--- config.mk ---
export PLATFORM = sky130hd
export DESIGN_NAME = mole_round_sequencer
export DESIGN_NICKNAME = d
export VERILOG_FILES = /design/src/rtl/mole_pkg.sv /design/src/rtl/mole_lfsr.sv /design/src/rtl/mole_round_sequencer.sv
export SDC_FILE = /design/constraint.sdc
export NUM_CORES = 1
export LEC_CHECK = 0
export CORE_MARGIN = 5
export CORE_UTILIZATION = 55
export DETAILED_ROUTE_END_ITERATION = 7
export DONT_BUFFER_PORTS = 1
export PLACE_DENSITY_LB_ADDON = 0.15
export SLEW_MARGIN = 20
export SYNTH_ARGS = -nofsm -noshare
export SYNTH_HDL_FRONTEND = slang
export SYNTH_SLANG_ARGS = --single-unit
--- constraint.sdc ---
create_clock -name clk -period 3.4 [get_ports clk]
set_clock_uncertainty 0.2 [all_clocks]
set_input_delay 0.68 -clock clk [delete_from_list [all_inputs] [get_ports clk]]
set_output_delay 0.68 -clock clk [all_outputs]
set_load 0.03 [all_outputs]
--- src/rtl/mole_pkg.sv ---
// Shared types and constants for the whack-a-mole round sequencer.
//   state_t    : round FSM states
//   LFSR_SEED  : LFSR value after reset (must be non-zero)
//   LFSR_TAPS  : feedback mask for taps 16,14,13,11 (bits 15,13,12,10)
//   clog2()    : coordinate width for a given grid side
package mole_pkg;

  typedef enum logic [1:0] {
    IDLE = 2'd0,
    GAP  = 2'd1,
    SHOW = 2'd2,
    DONE = 2'd3
  } state_t;

  localparam logic [15:0] LFSR_SEED = 16'hACE1;
  localparam logic [15:0] LFSR_TAPS = 16'hB400;

  function automatic int clog2(input int v);
    int w;
    w = 0;
    while ((1 << w) < v) w++;
    return w;
  endfunction

endpackage

--- src/rtl/mole_lfsr.sv ---
// Free-running 16-bit Fibonacci LFSR; supplies the raw mole coordinates.
//   clk, rst_n : clock, async active-low reset (reloads LFSR_SEED)
//   rnd_row    : lfsr[CW-1:0]
//   rnd_col    : lfsr[8 +: CW]
// Only the coordinate slices leave the block; the full state stays inside.
module mole_lfsr
  import mole_pkg::*;
#(
  parameter int CW = 2
) (
  input  logic          clk,
  input  logic          rst_n,
  output logic [CW-1:0] rnd_row,
  output logic [CW-1:0] rnd_col
);

  logic [15:0] lfsr;
  logic        fb;

  // XOR of the tapped bits; a non-zero seed never reaches the all-zero state.
  assign fb = ^(lfsr & LFSR_TAPS);

  always_ff @(posedge clk or negedge rst_n) begin
    if (!rst_n) lfsr <= LFSR_SEED;
    else        lfsr <= {lfsr[14:0], fb};
  end

  assign rnd_row = lfsr[CW-1:0];
  assign rnd_col = lfsr[8 +: CW];

endmodule

--- src/rtl/mole_round_sequencer.sv ---
// Sequences one whack-a-mole round: random mole placement, show/gap timing,
// key-press hit detection, one hit or miss pulse per mole, show-time speed-up.
//   clk, rst_n            : clock, async active-low reset
//   tick                  : time-base strobe (one count per cycle it is high)
//   start, abort          : round start request / abort (abort dominates)
//   key_valid/row/col     : debounced key press strobe and position
//   mole_vis/row/col      : current mole shown and its position
//   hit_pulse/miss_pulse  : one-cycle resolution of the current mole
//   round_done            : one cycle after the last mole resolves
//   busy                  : FSM not idle
//   moles_left, show_len  : unresolved moles, show time for the next mole
// All outputs are registered.
module mole_round_sequencer
  import mole_pkg::*;
#(
  parameter int GRID         = 4,
  parameter int SHOW_TICKS   = 25,
  parameter int GAP_TICKS    = 5,
  parameter int MIN_SHOW     = 5,
  parameter int STEP         = 2,
  parameter int SPEEDUP_HITS = 5,
  parameter int MOLES        = 20
) (
  input  logic       clk,
  input  logic       rst_n,
  input  logic       tick,
  input  logic       start,
  input  logic       abort,
  input  logic       key_valid,
  input  logic [2:0] key_row,
  input  logic [2:0] key_col,
  output logic       mole_vis,
  output logic [2:0] mole_row,
  output logic [2:0] mole_col,
  output logic       hit_pulse,
  output logic       miss_pulse,
  output logic       round_done,
  output logic       busy,
  output logic [7:0] moles_left,
  output logic [7:0] show_len
);

  localparam int CW = clog2(GRID);

  state_t          state, state_n;
  logic [7:0]      cnt, cnt_n;
  logic [7:0]      hit_cnt, hit_cnt_n;
  logic            vis_n, hit_n, miss_n, done_n;
  logic [2:0]      row_n, col_n;
  logic [7:0]      ml_n, sl_n;
  logic [CW-1:0]   rnd_row, rnd_col, spawn_col;
  logic            key_match, expire;

  mole_lfsr #(.CW(CW)) u_lfsr (
    .clk     (clk),
    .rst_n   (rst_n),
    .rnd_row (rnd_row),
    .rnd_col (rnd_col)
  );

  // Never spawn on top of the previous mole: nudge the column (wraps, GRID is 2^n).
  always_comb begin
    spawn_col = rnd_col;
    if (rnd_row == mole_row[CW-1:0] && rnd_col == mole_col[CW-1:0])
      spawn_col = rnd_col + 1'b1;
  end

  assign key_match = key_valid && (key_row == mole_row) && (key_col == mole_col);
  assign expire    = tick && (cnt <= 8'd1);

  always_comb begin
    state_n   = state;
    cnt_n     = cnt;
    hit_cnt_n = hit_cnt;
    vis_n     = mole_vis;
    row_n     = mole_row;
    col_n     = mole_col;
    ml_n      = moles_left;
    sl_n      = show_len;
    hit_n     = 1'b0;
    miss_n    = 1'b0;
    done_n    = 1'b0;
    if (abort) begin
      state_n   = IDLE;
      vis_n     = 1'b0;
      cnt_n     = '0;
      hit_cnt_n = '0;
      ml_n      = '0;
    end else begin
      unique case (state)
        IDLE: if (start) begin
          state_n   = GAP;
          ml_n      = 8'(MOLES);
          sl_n      = 8'(SHOW_TICKS);
          cnt_n     = 8'(GAP_TICKS);
          hit_cnt_n = '0;
        end
        GAP: if (tick) begin
          if (cnt <= 8'd1) begin
            state_n = SHOW;
            row_n   = 3'(rnd_row);
            col_n   = 3'(spawn_col);
            cnt_n   = show_len;
            vis_n   = 1'b1;
          end else begin
            cnt_n = cnt - 8'd1;
          end
        end
        SHOW: begin
          if (key_match || expire) begin
            // A hit in the expiring cycle still counts as a hit.
            hit_n  = key_match;
            miss_n = !key_match;
            vis_n  = 1'b0;
            ml_n   = moles_left - 8'd1;
            if (key_match) begin
              if (hit_cnt + 8'd1 == 8'(SPEEDUP_HITS)) begin
                hit_cnt_n = '0;
                sl_n = ({1'b0, show_len} >= 9'(MIN_SHOW + STEP)) ?
                       show_len - 8'(STEP) : 8'(MIN_SHOW);
              end else begin
                hit_cnt_n = hit_cnt + 8'd1;
              end
            end
            if (moles_left <= 8'd1) begin
              state_n = DONE;
            end else begin
              state_n = GAP;
              cnt_n   = 8'(GAP_TICKS);
            end
          end else if (tick) begin
            cnt_n = cnt - 8'd1;
          end
        end
        DONE: begin
          state_n = IDLE;
          done_n  = 1'b1;
          ml_n    = '0;
        end
        default: state_n = IDLE;
      endcase
    end
  end

  always_ff @(posedge clk or negedge rst_n) begin
    if (!rst_n) begin
      state      <= IDLE;
      cnt        <= '0;
      hit_cnt    <= '0;
      mole_vis   <= 1'b0;
      mole_row   <= '0;
      mole_col   <= '0;
      hit_pulse  <= 1'b0;
      miss_pulse <= 1'b0;
      round_done <= 1'b0;
      busy       <= 1'b0;
      moles_left <= '0;
      show_len   <= '0;
    end else begin
      state      <= state_n;
      cnt        <= cnt_n;
      hit_cnt    <= hit_cnt_n;
      mole_vis   <= vis_n;
      mole_row   <= row_n;
      mole_col   <= col_n;
      hit_pulse  <= hit_n;
      miss_pulse <= miss_n;
      round_done <= done_n;
      busy       <= (state_n != IDLE);
      moles_left <= ml_n;
      show_len   <= sl_n;
    end
  end

endmodule

### Word level (Yosys, flattened, before mapping)

Index checks and enable logic that the tools add are counted.

| storage, ports and cells | value |
|---|---|
| output and inout bits | 27 |
| input port bits | 12 |
| logic and storage cells | 106 |
| register bits after elaboration | 59 |

| operators by class | value |
|---|---|
| bitwise operators | 1 |
| reduce and logical (&&, ||, !) cells | 20 |
| equality and inequality tests | 19 |
| mux-type cells | 45 |
| $add $sub $neg | 5 |
| magnitude comparators | 3 |

Operators with widths:

| cell | count |
|---|---|
| 8-bit 2-to-1 mux | 20 |
| 8-bit case mux with 3 select lines | 2 |
| 8-bit case mux with 2 select lines | 2 |
| 8-bit by 1-bit less-or-equal comparator with 1-bit output, second input constant | 2 |
| 16-bit XOR reduction | 1 |
| 8-bit by 1-bit subtractor with 8-bit output, second input constant | 2 |
| 3-bit != test, second input constant | 5 |
| 2-bit 2-to-1 mux | 7 |
| 1-bit 2-to-1 mux | 12 |
| 4-bit AND reduction | 3 |
| 8-bit by 1-bit adder with 8-bit output, second input constant | 1 |
| 8-bit by 3-bit equality test with 1-bit output, second input constant | 1 |
| 8-bit by 3-bit >= comparator with 1-bit output, second input constant | 1 |
| 2-bit != test, second input constant | 4 |
| 4-bit != test, second input constant | 2 |
| 2-bit case mux with 4 select lines | 1 |
| 4-bit nonzero test | 2 |
| 8-bit by 2-bit subtractor with 8-bit output, second input constant | 1 |
| 3-bit by 2-bit equality test with 1-bit output | 2 |
| 6-bit AND reduction | 1 |
| 3-bit nonzero test | 2 |
| 5-bit AND reduction | 1 |
| 2-bit equality test | 2 |
| 2-bit equality test, second input constant | 2 |
| other kinds (10) | 14 |

### Depth between registers and ports, before layout

Gate-level depths: netlist (run 1).

| depth | value |
|---|---|
| word-level depth | 8 |
| mapped depth | 10 |
| gate-level depth less buffers | 8 |

### Cells and area by module

A second synthesis (run 1) with hierarchy kept.

| second synthesis, totals | value |
|---|---|
| cell total of the unflattened synthesis | 361 |
| area total of the unflattened synthesis | 3473.3 µm² |

By module, submodules not included:

| module | seq. area each (µm²) | area each (µm²) | cells each | times used |
|---|---|---|---|---|
| mole_round_sequencer | 1076.0 | 3006.6 | 338 | 1 |
| mole_lfsr | 410.4 | 466.7 | 23 | 1 |

### Worst setup path before layout (run 1)

No wires, ideal clock.

| timing path | value |
|---|---|
| path type | reg2reg |
| start | register moles_left[4] |
| end | register cnt[3] |
| cell stages (with the launch flop) | 8 |
| library setup time | 0.134 ns |
| path slack | 0.824 ns |
| path buffers | 2 |
| required time | 3.066 ns |
| data arrival time | 2.242 ns |
| clock period less this slack | 2.576 ns |
| path through | dfrtp_1 > clkbuf_1 > or4_1 > or3_1 > o221a_1 > buf_2 > nand3b_1 > o32ai_1 |

| between the ends | value |
|---|---|
| cells in the longest elaborated chain, start to end | 3 |

Ends and longest elaborated chain:

| element | line | text |
|---|---|---|
| from (decl) | mole_round_sequencer.sv:39 | `output logic [7:0] moles_left,` |
| from (signal assigned) | mole_round_sequencer.sv:170 | `moles_left <= ml_n;` |
| 8-bit by 1-bit less-or-equal comparator with 1-bit output | mole_round_sequencer.sv:125 | `if (moles_left <= 8'd1) begin` |
| 4-bit != test (no line) | -- |  |
| 5-bit AND reduction (no line) | -- |  |
| to (signal assigned) | mole_round_sequencer.sv:161 | `cnt <= cnt_n;` |
| to (decl) | mole_round_sequencer.sv:46 | `logic [7:0] cnt, cnt_n;` |

No other way between the ends.
A chain may end at the register's enable or synchronous reset.

### Final worst setup path (run 1)

| timing path | value |
|---|---|
| start | register cnt[2] |
| end | register moles_left[5] |

| between the ends | value |
|---|---|
| cells in the longest elaborated chain, start to end | 5 |

Ends and longest elaborated chain:

| element | line | text |
|---|---|---|
| 8-bit by 1-bit less-or-equal comparator with 1-bit output | mole_round_sequencer.sv:69 | `assign expire = tick && (cnt <= 8'd1);` |
| 1-bit logical AND | mole_round_sequencer.sv:69 |  |
| 1-bit logical OR | mole_round_sequencer.sv:110 | `if (key_match \|\| expire) begin` |
| 3-bit != test (no line) | -- |  |
| 3-bit AND reduction (no line) | -- |  |

No other way between the ends.

==> results of run 1 <==
-- critical path, cell delays in order, from the launching register on --
cell	delay, ps
dfrtp_1	430
or4_4	600
nor4_4	460
a211o_4	220
a31oi_2	110
buf_4	190
or3_4	390
o31ai_2	170
-- path summary, 6_finish.rpt --
path	from	endpoint	slack, ps	depth (start not counted)
max	cnt[2]$_DFFE_PN0P_	moles_left[5]$_DFFE_PN0P_	530	7
min	rst_n	u_lfsr.lfsr[9]$_DFF_PN0_	8	1
max reg2reg	cnt[2]$_DFFE_PN0P_	moles_left[5]$_DFFE_PN0P_	530	7
min reg2reg	u_lfsr.lfsr[2]$_DFF_PN0_	u_lfsr.lfsr[3]$_DFF_PN0_	150	0
max in group asynchronous	rst_n	u_lfsr.lfsr[5]$_DFF_PN1_	2710	1
min in group clk	u_lfsr.lfsr[2]$_DFF_PN0_	u_lfsr.lfsr[3]$_DFF_PN0_	150	0
-- metrics by stage --
stage,std cells,power (W),setup WS (ps),hold WS [ps]
final,432,0.00229,533,7.82
after global routing,432,0.00244,374,7.19
after CTS,432,0.00230,564,1.90
after detailed placement,415,0.00164,578,137
after global placement,415,0.00163,558,134
after floorplan,352,0.00148,824,131
-- kinds of logic after synthesis --
group | count (synthesis) | share of synthesized area [%]
flip-flops | 59 | 44.5
other | 1 | 0.112
multiplexers | 6 | 1.95
XOR/XNOR | 20 | 5.25
buffers and inverters | 35 | 4.23
adder cells (fa/ha/maj) | 11 | 4.12
AND/OR/NAND/NOR | 123 | 19.4
AO/OA/AOI/OAI | 96 | 20.4
-- state kept, by name (all words and copies together), names as in the netlist, 2 cells and up --
signal,flops
state,2
u_lfsr.lfsr,16
mole_col,2
hit_cnt,8
show_len,8
mole_row,2
cnt,8
moles_left,8
-- report_power, final --
group          switching (W)  internal (W)  leakage, nW
clock               0.000281      0.000355       0.0991
sequential          0.000114      0.000752        0.769
combinational       0.000487      0.000301        0.633
-- cell usage after synthesis, types with 4 or more instances --
cell type  instances  share of area (%)
inv_1             18                2.0
o21ai_1            7                1.0
o21bai_1           4               0.90
ha_1              11                4.1
nand2_1           31                3.5
a31oi_1            7                1.3
dfstp_2            8                6.3
dfrtp_1           51                 38
clkbuf_1          12                1.3
o32ai_1            6                1.6
nor2_1            36                4.0
nand2b_1           6                1.1
or3_1              5               0.94
a21oi_1           10                1.5
nand3_1            9                1.3
xor2_1             6                1.6
o21ai_0           17                2.5
nand4_1            4               0.75
nor3_1             8                1.2
a211oi_1           7                1.6
a21o_1             4               0.90
xnor2_1           14                3.7
-- what timing repair did --
item | in CTS | in global routing
endpoints found under the hold margin | 59 | 0
hold buffers | 1 | 0
endpoints found under the setup margin | 0 | 0
gates resized for setup | 0 | 0
-- area by class of cell --
class / instances / share of cell area (%)
clock buffers: 11 / 3.91
well taps: 75 / 2.59
inverters: 19 / 1.97
repair buffers: 5 / 1.59
multi-input cells: 258 / 47.4
clock inverters: 5 / 1.45
flip-flops and latches: 59 / 41.1
-- metal layers --
metal | routed length [um] | vias up | part of all wire [%]
met5 | 0 | - | 0
met3 | 422 | 4 | 5.7
met2 | 3550 | 55 | 48
li1 | - | 1281 | -
met4 | 41 | 0 | 0.55
met1 | 3410 | 1240 | 46
==> impl_metrics.json, run 1 <==
{
  "status": "complete, no violations",
  "drive_gt1_share_pct": 12.0,
  "slew_headroom_pct": 57.4,
  "worst_pin_slew_ps": 639,
  "final-setup-viol-count": 0,
  "final_cell_mix": "51 x dfrtp_1, 36 x nor2_1, 31 x nand2_1",
  "nNetsFinal": 375,
  "initial_utilization_pct": 56.4,
  "synth_cells": 351,
  "worst_setup_path_end_kind": "register",
  "rsz0062_at_grt": "false",
  "cts_buffer_depth": 2,
  "post-cts-setup-buffers": 0,
  "numCtsBuffers": 9,
  "maxCapViolations": 0,
  "syn_area_sq_um": 3340,
  "yosysWarnings": 0,
  "drt_wl_total_mm": 7.43,
  "cts.sinks": 59,
  "n_fill_cell": 523,
  "io_pins": 39,
  "p_leak_nw": 1.50,
  "drv_slew": 0,
  "hold_viol": 0,
  "cts.clk_slew.worst_paths_ps": 70,
  "ys_seq_area_share_pct": 44.5,
  "coreArea_sq_um": 5920,
  "synth_edf_count": 0,
  "hold_class": "input pin to asynchronous set/reset pin",
  "p_per_area_nw_per_um2": 633,
  "final_area_sq_um": 3620,
  "layout_commonest_cell": "dfrtp_1",
  "placementRows": 28,
  "grt_max_degree": 60,
  "top_usage_layer": "met2",
  "grt_pass1_wl_mm": 12.6,
  "max_freq_ghz": 0.349,
  "worstSetupPathType": "register to register",
  "finalSetupTns_ps": 0,
  "critPathRequiredTime_ps": 3450,
  "numPortBuffers": 0,
  "placed_area_sq_um": 3400,
  "clk_latency_ps": 340,
  "n_antenna_cell": 0,
  "finalCritPeriodShare_pct": 84.3,
  "drtAntennaViolNets": 0,
  "async_reset_ff_share_pct": 100,
  "yosys_most_used_dff": "dfrtp_1",
  "areaGrowthSynthToFinish_pct": 8.36,
  "use_met3_pct": 8.28,
  "grt_overflow_total": 0,
  "gr-usage-met2_pct": 32.9,
  "seq_area_sq_um": 1490,
  "die_h_um": 87.9,
  "hpwl_mm": 5.31,
  "routedWlPerCell_um": 17.2,
  "grt_pass1_vias": 2513,
  "via_per_inst": 5.97,
  "grtUsageTotal_pct": 21.5,
  "cts_root_buf": "clkbuf_8",
  "yosysUniqueCellTypes": 67,
  "dieArea_sq_um": 7730,
  "die_w_um": 87.9,
  "layout_min_cycle_time_ps": 2870,
  "grt_use_met1_pct": 28.4,
  "dr.first_iter.drc_count": 174,
  "vias": 2580,
  "drc": 0,
  "first_pass_iters": 4,
  "cts_tree": "built",
  "crit_fanout": 12,
  "synth_seq_cells": 59,
  "grt_antenna_before_repair": 0,
  "routabilityCongestion": 0.847,
  "final_core_util_pct": 61.1,
  "htreeDepth": 3,
  "peakVddDrop_mv": 0.406,
  "cp.arrival_ps": 2920,
  "syn-mean-instance-area_sq_um": 9.51,
  "multiInputGateArea_sq_um": 1720,
  "cp-start-kind": "register"
}
Note: power is estimated with default switching activity, not from simulation.
==> run 2, diff against run 1 <==
clock period = 2.85 ns   (was 3.4 ns; I/O delays follow)
==> run 2 against run 1 <==
Net effect: total power rose by 30%; non-clock buffer count rose by 12; count of clock-buffer cells in the layout shrank 2; die area stayed put; setup slack worse by 380 ps; global-route usage rose by 0.10 points; utilization grew 2.7 points; sequential power rose by 13%; first-iteration DRC count rose by 48%; worst hold slack better by 79 ps; combinational power is 32% higher; final area increased by 4.4%; critical path type unchanged; critical endpoint is now cnt[7]$_DFFE_PN0P_.
==> impl_metrics.json, run 2 (synthesis results as in run 1) <==
{
  "status": "complete, no violations",
  "areaGrowthSynthToFinish_pct": 13.2,
  "hpwl_mm": 5.25,
  "grtUsageTotal_pct": 21.6,
  "htreeDepth": 3,
  "grt_max_degree": 60,
  "numPortBuffers": 0,
  "grt_pass1_wl_mm": 12.9,
  "cts_buffer_depth": 2,
  "dieArea_sq_um": 7730,
  "crit_fanout": 11,
  "r2r_slack_ps": 150,
  "worstReg2RegStart": "cnt[2]$_DFFE_PN0P_",
  "die_h_um": 87.9,
  "final-setup-viol-count": 0,
  "layout_min_cycle_time_ps": 2700,
  "maxCapViolations": 0,
  "reg2reg_depth": 6,
  "grt_antenna_before_repair": 0,
  "drive_gt1_share_pct": 16.0,
  "worst_pin_slew_ps": 574,
  "cts_root_buf": "clkbuf_8",
  "nNetsFinal": 387,
  "routabilityCongestion": 0.858,
  "drt_wl_total_mm": 7.56,
  "drv_slew": 0,
  "fin_cells": 444,
  "largest-register": "u_lfsr.lfsr",
  "worstSetupPathType": "register to register",
  "largest_register_ffs": 16,
  "slew_headroom_pct": 61.8,
  "rsz0062_at_grt": "false",
  "first_pass_iters": 4,
  "place_inst": 426,
  "numCtsBuffers": 9,
  "io_pins": 39,
  "worst_setup_path_end_kind": "register",
  "p_leak_nw": 1.58,
  "hold_viol": 0,
  "cts.clk_slew.worst_paths_ps": 80,
  "r2r-end": "cnt[7]$_DFFE_PN0P_",
  "cp.arrival_ps": 2710,
  "final_cell_mix": "51 x dfrtp_1, 35 x nor2_1, 31 x nand2_1",
  "drc": 0,
  "n_antenna_cell": 0,
  "drtAntennaViolNets": 0,
  "dr.first_iter.drc_count": 258,
  "coreArea_sq_um": 5920,
  "vias": 2673,
  "cts_tree": "built",
  "initial_utilization_pct": 56.4,
  "via_per_inst": 6.02,
  "clk_latency_ps": 340,
  "routedWlPerCell_um": 17.0,
  "p_per_area_nw_per_um2": 786,
  "startpoint": "cnt[2]$_DFFE_PN0P_",
  "cts.sinks": 59,
  "placementRows": 28,
  "min_from": "abort",
  "max_freq_ghz": 0.371,
  "critPathCapture": "cnt[7]$_DFFE_PN0P_",
  "finalCritPeriodShare_pct": 94.7,
  "peakVddDrop_mv": 0.576,
  "layout_commonest_cell": "dfrtp_1",
  "die_w_um": 87.9,
  "finalSetupTns_ps": 0,
  "critPathRequiredTime_ps": 2860,
  "grt_pass1_vias": 2654,
  "hold_class": "input pin to register",
  "cp-start-kind": "register",
  "grt_overflow_total": 0
}
-- run 2: cell count changes in the layout (fill, tap and decap cells not counted), sizes merged --
cell / before / now
clkbuf: 11 / 9
buf: 5 / 16
inv: 18 / 20
clkinv: 4 / 2
bufinv: 1 / 3
dlygate4sd3: 0 / 1
-- run 2: timing repair --
action                                 CTS  global route
buffers inserted                         0             0
endpoints found under the hold margin   59             0
gates resized for setup                  0             4
setup endpoints to repair                0            10
hold buffers                             2             0
-- run 2: where the power goes --
| part | total, W | internal [W] | switching [W] |
|---|---|---|---|
| combinational | 0.00104 | 0.000395 | 0.000648 |
| clock | 0.000950 | 0.000588 | 0.000363 |
| sequential | 0.000975 | 0.000897 | 0.0000784 |
| total | 0.00297 | 0.00188 | 0.00109 |
-- run 2: area by class of cell --
type | count | area, sq um
inverter | 19 | 71.3
timing repair buffer | 17 | 150
multi-input combinational | 258 | 1730
clock buffer | 9 | 124
sequential | 59 | 1490
fill | 491 | 2140
clock inverter | 7 | 124
tap | 75 | 93.8
-- run 2: per-layer routing --
metal  track usage, %  wire, um
met5                0         0
met1             29.0      3540
met4             7.81       108
met3             6.21       411
met2             33.4      3500
-- run 2: through the flow --
| step | total power, W | area, sq um | hold slack (ps) | util, % | setup WS (ps) |
|---|---|---|---|---|---|
| floorplan | 0.00177 | 3340 | 74.4 | - | 274 |
| global placement | 0.00198 | 3480 | 76.2 | 58.8 | 241 |
| detailed placement | 0.00198 | 3480 | 76.1 | 58.8 | 144 |
| CTS | 0.00297 | 3760 | 73.6 | 63.6 | 119 |
| global route | 0.00315 | 3780 | 64.9 | 63.8 | 20.6 |
| finish | 0.00297 | 3780 | 87.2 | 63.8 | 152 |
-- run 2: worst min-delay path by stage --
stage          slack (ps)                        end  cells after the start
2_1_floorplan          70             busy$_DFF_PN0_                      0
4_1_cts                70       mole_vis$_DFFE_PN0P_                      1
5_1_grt                60         cnt[1]$_DFFE_PN0P_                      1
6_report               90       mole_vis$_DFFE_PN0P_                      1
3_3_place_gp           80  u_lfsr.lfsr[14]$_DFF_PN0_                      0
3_5_place_dp           80  u_lfsr.lfsr[14]$_DFF_PN0_                      0
-- run 2: critical path: stages, from the launching register on --
cell,delay [ps]
dfrtp_1,440
or4_4,600
nor4_4,430
a21oi_1,140
o221a_2,420
nand3b_1,220
o32ai_1,120
==> run 3, diff against run 2 <==
SKIP_CTS_REPAIR_TIMING = 1   (was default)
==> run 3 against run 2 <==
Net effect: sequential power about the same; die area unchanged; global-route usage down 0.16 points; utilization unchanged; final area unchanged; highest routed layer unchanged; critical path depth unchanged; clock power about the same; count of clock-buffer cells in the layout unchanged; non-clock buffer count unchanged; worst hold slack better by 2.7 ps; register-to-register slack about the same; setup slack better by 7.1 ps.
==> impl_metrics.json, run 3 (synthesis results as in run 1) <==
{
  "status": "complete, no violations",
  "final-setup-viol-count": 0,
  "min_to": "mole_vis$_DFFE_PN0P_",
  "largest_register_ffs": 16,
  "min_from": "abort",
  "fin_cells": 444,
  "layout_min_cycle_time_ps": 2690,
  "routedWlPerCell_um": 17.1,
  "critPathRequiredTime_ps": 2910,
  "n_antenna_cell": 0,
  "cts_tree": "built",
  "placed_area_sq_um": 3480,
  "path_cells": "or4_4, nor4_4, a211o_4, a31oi_2, or3_4, o31ai_2",
  "p_leak_nw": 1.58,
  "die_w_um": 87.9,
  "hpwl_mm": 5.25,
  "place_inst": 426,
  "routabilityCongestion": 0.858,
  "htreeDepth": 3,
  "grt_pass1_wl_mm": 12.8,
  "path_buf_inv": 0,
  "layout_commonest_cell": "dfrtp_1",
  "first_pass_iters": 4,
  "drc": 0,
  "via_per_inst": 6.02,
  "cts_buffer_depth": 2,
  "clk_latency_ps": 340,
  "numPortBuffers": 0,
  "drtAntennaViolNets": 0,
  "slew_headroom_pct": 62.7,
  "drv_slew": 0,
  "grt_max_degree": 60,
  "drt_wl_total_mm": 7.58,
  "peakVddDrop_mv": 0.574,
  "p_per_area_nw_per_um2": 786,
  "cts_root_buf": "clkbuf_8",
  "hold_depth": 1,
  "worst_pin_slew_ps": 559,
  "dieArea_sq_um": 7730,
  "cts.sinks": 59,
  "final_area_sq_um": 3780,
  "cp.arrival_ps": 2750,
  "rsz0062_at_grt": "false",
  "hold_class": "input pin to register",
  "r2r_slack_ps": 160,
  "coreArea_sq_um": 5920,
  "maxCapViolations": 0,
  "worstReg2RegStart": "cnt[2]$_DFFE_PN0P_",
  "total_power_w": 0.00297,
  "drive_gt1_share_pct": 16.0,
  "cts.clk_slew.worst_paths_ps": 80,
  "worst_setup_path_end_kind": "register",
  "grt_overflow_total": 0,
  "io_pins": 39,
  "reg2reg_depth": 6,
  "areaGrowthSynthToFinish_pct": 13.2,
  "cp_top_family": "simple AND/OR/NAND/NOR gates",
  "final_cell_mix": "51 x dfrtp_1, 35 x nor2_1, 31 x nand2_1",
  "die_h_um": 87.9,
  "initial_utilization_pct": 56.4,
  "largest-register": "u_lfsr.lfsr",
  "grt_pass1_vias": 2638,
  "crit_path_top_delay_cell": "or4_4",
  "grt_antenna_before_repair": 0,
  "dr.first_iter.drc_count": 206,
  "nNetsFinal": 387,
  "placementRows": 28,
  "numCtsBuffers": 9,
  "finalSetupTns_ps": 0,
  "max_freq_ghz": 0.372,
  "critPathMaxStageDelay_ps": 590,
  "worstSetupPathType": "register to register",
  "final_core_util_pct": 63.8,
  "vias": 2674,
  "cp-start-kind": "register",
  "grtUsageTotal_pct": 21.4,
  "crit_fanout": 8,
  "r2r-end": "moles_left[5]$_DFFE_PN0P_",
  "hold_viol": 0,
  "finalCritPeriodShare_pct": 94.4
}
-- run 3: worst max path at each step --
stage | start | endpoint | slack, ps | cells after the start
6_report | cnt[2]$_DFFE_PN0P_ | moles_left[5]$_DFFE_PN0P_ | 160 | 6
5_1_grt | cnt[2]$_DFFE_PN0P_ | cnt[7]$_DFFE_PN0P_ | 20 | 6
4_1_cts | cnt[2]$_DFFE_PN0P_ | cnt[7]$_DFFE_PN0P_ | 120 | 6
3_5_place_dp | cnt[2]$_DFFE_PN0P_ | cnt[7]$_DFFE_PN0P_ | 140 | 6
3_3_place_gp | cnt[2]$_DFFE_PN0P_ | cnt[7]$_DFFE_PN0P_ | 240 | 6
2_1_floorplan | moles_left[4]$_DFFE_PN0P_ | cnt[3]$_DFFE_PN0P_ | 270 | 7
-- run 3: through the flow --
stage	hold WS (ps)	setup slack, ps
floorplan	74.4	274
global placement	76.2	241
detailed placement	76.1	144
CTS	-303	119
global route	64.9	19.9
finish	89.9	159
-- run 3: cell type report --
class,count,area (sq um)
fill,491,2140
multi-input combinational,258,1730
sequential,59,1490
timing repair buffer,17,150
clock buffer,9,124
clock inverter,7,124
tap,75,93.8
inverter,19,71.3
-- run 3: power by group --
part           switching (W)  internal [W]
registers          0.0000793      0.000897
clock network       0.000363      0.000588
logic               0.000648      0.000395
-- run 3: metal layers --
layer | global-route usage, % | wire (um)
met1 | 29.0 | 3550
met2 | 32.9 | 3540
met3 | 6.11 | 389
met4 | 7.81 | 100
met5 | 0 | 0
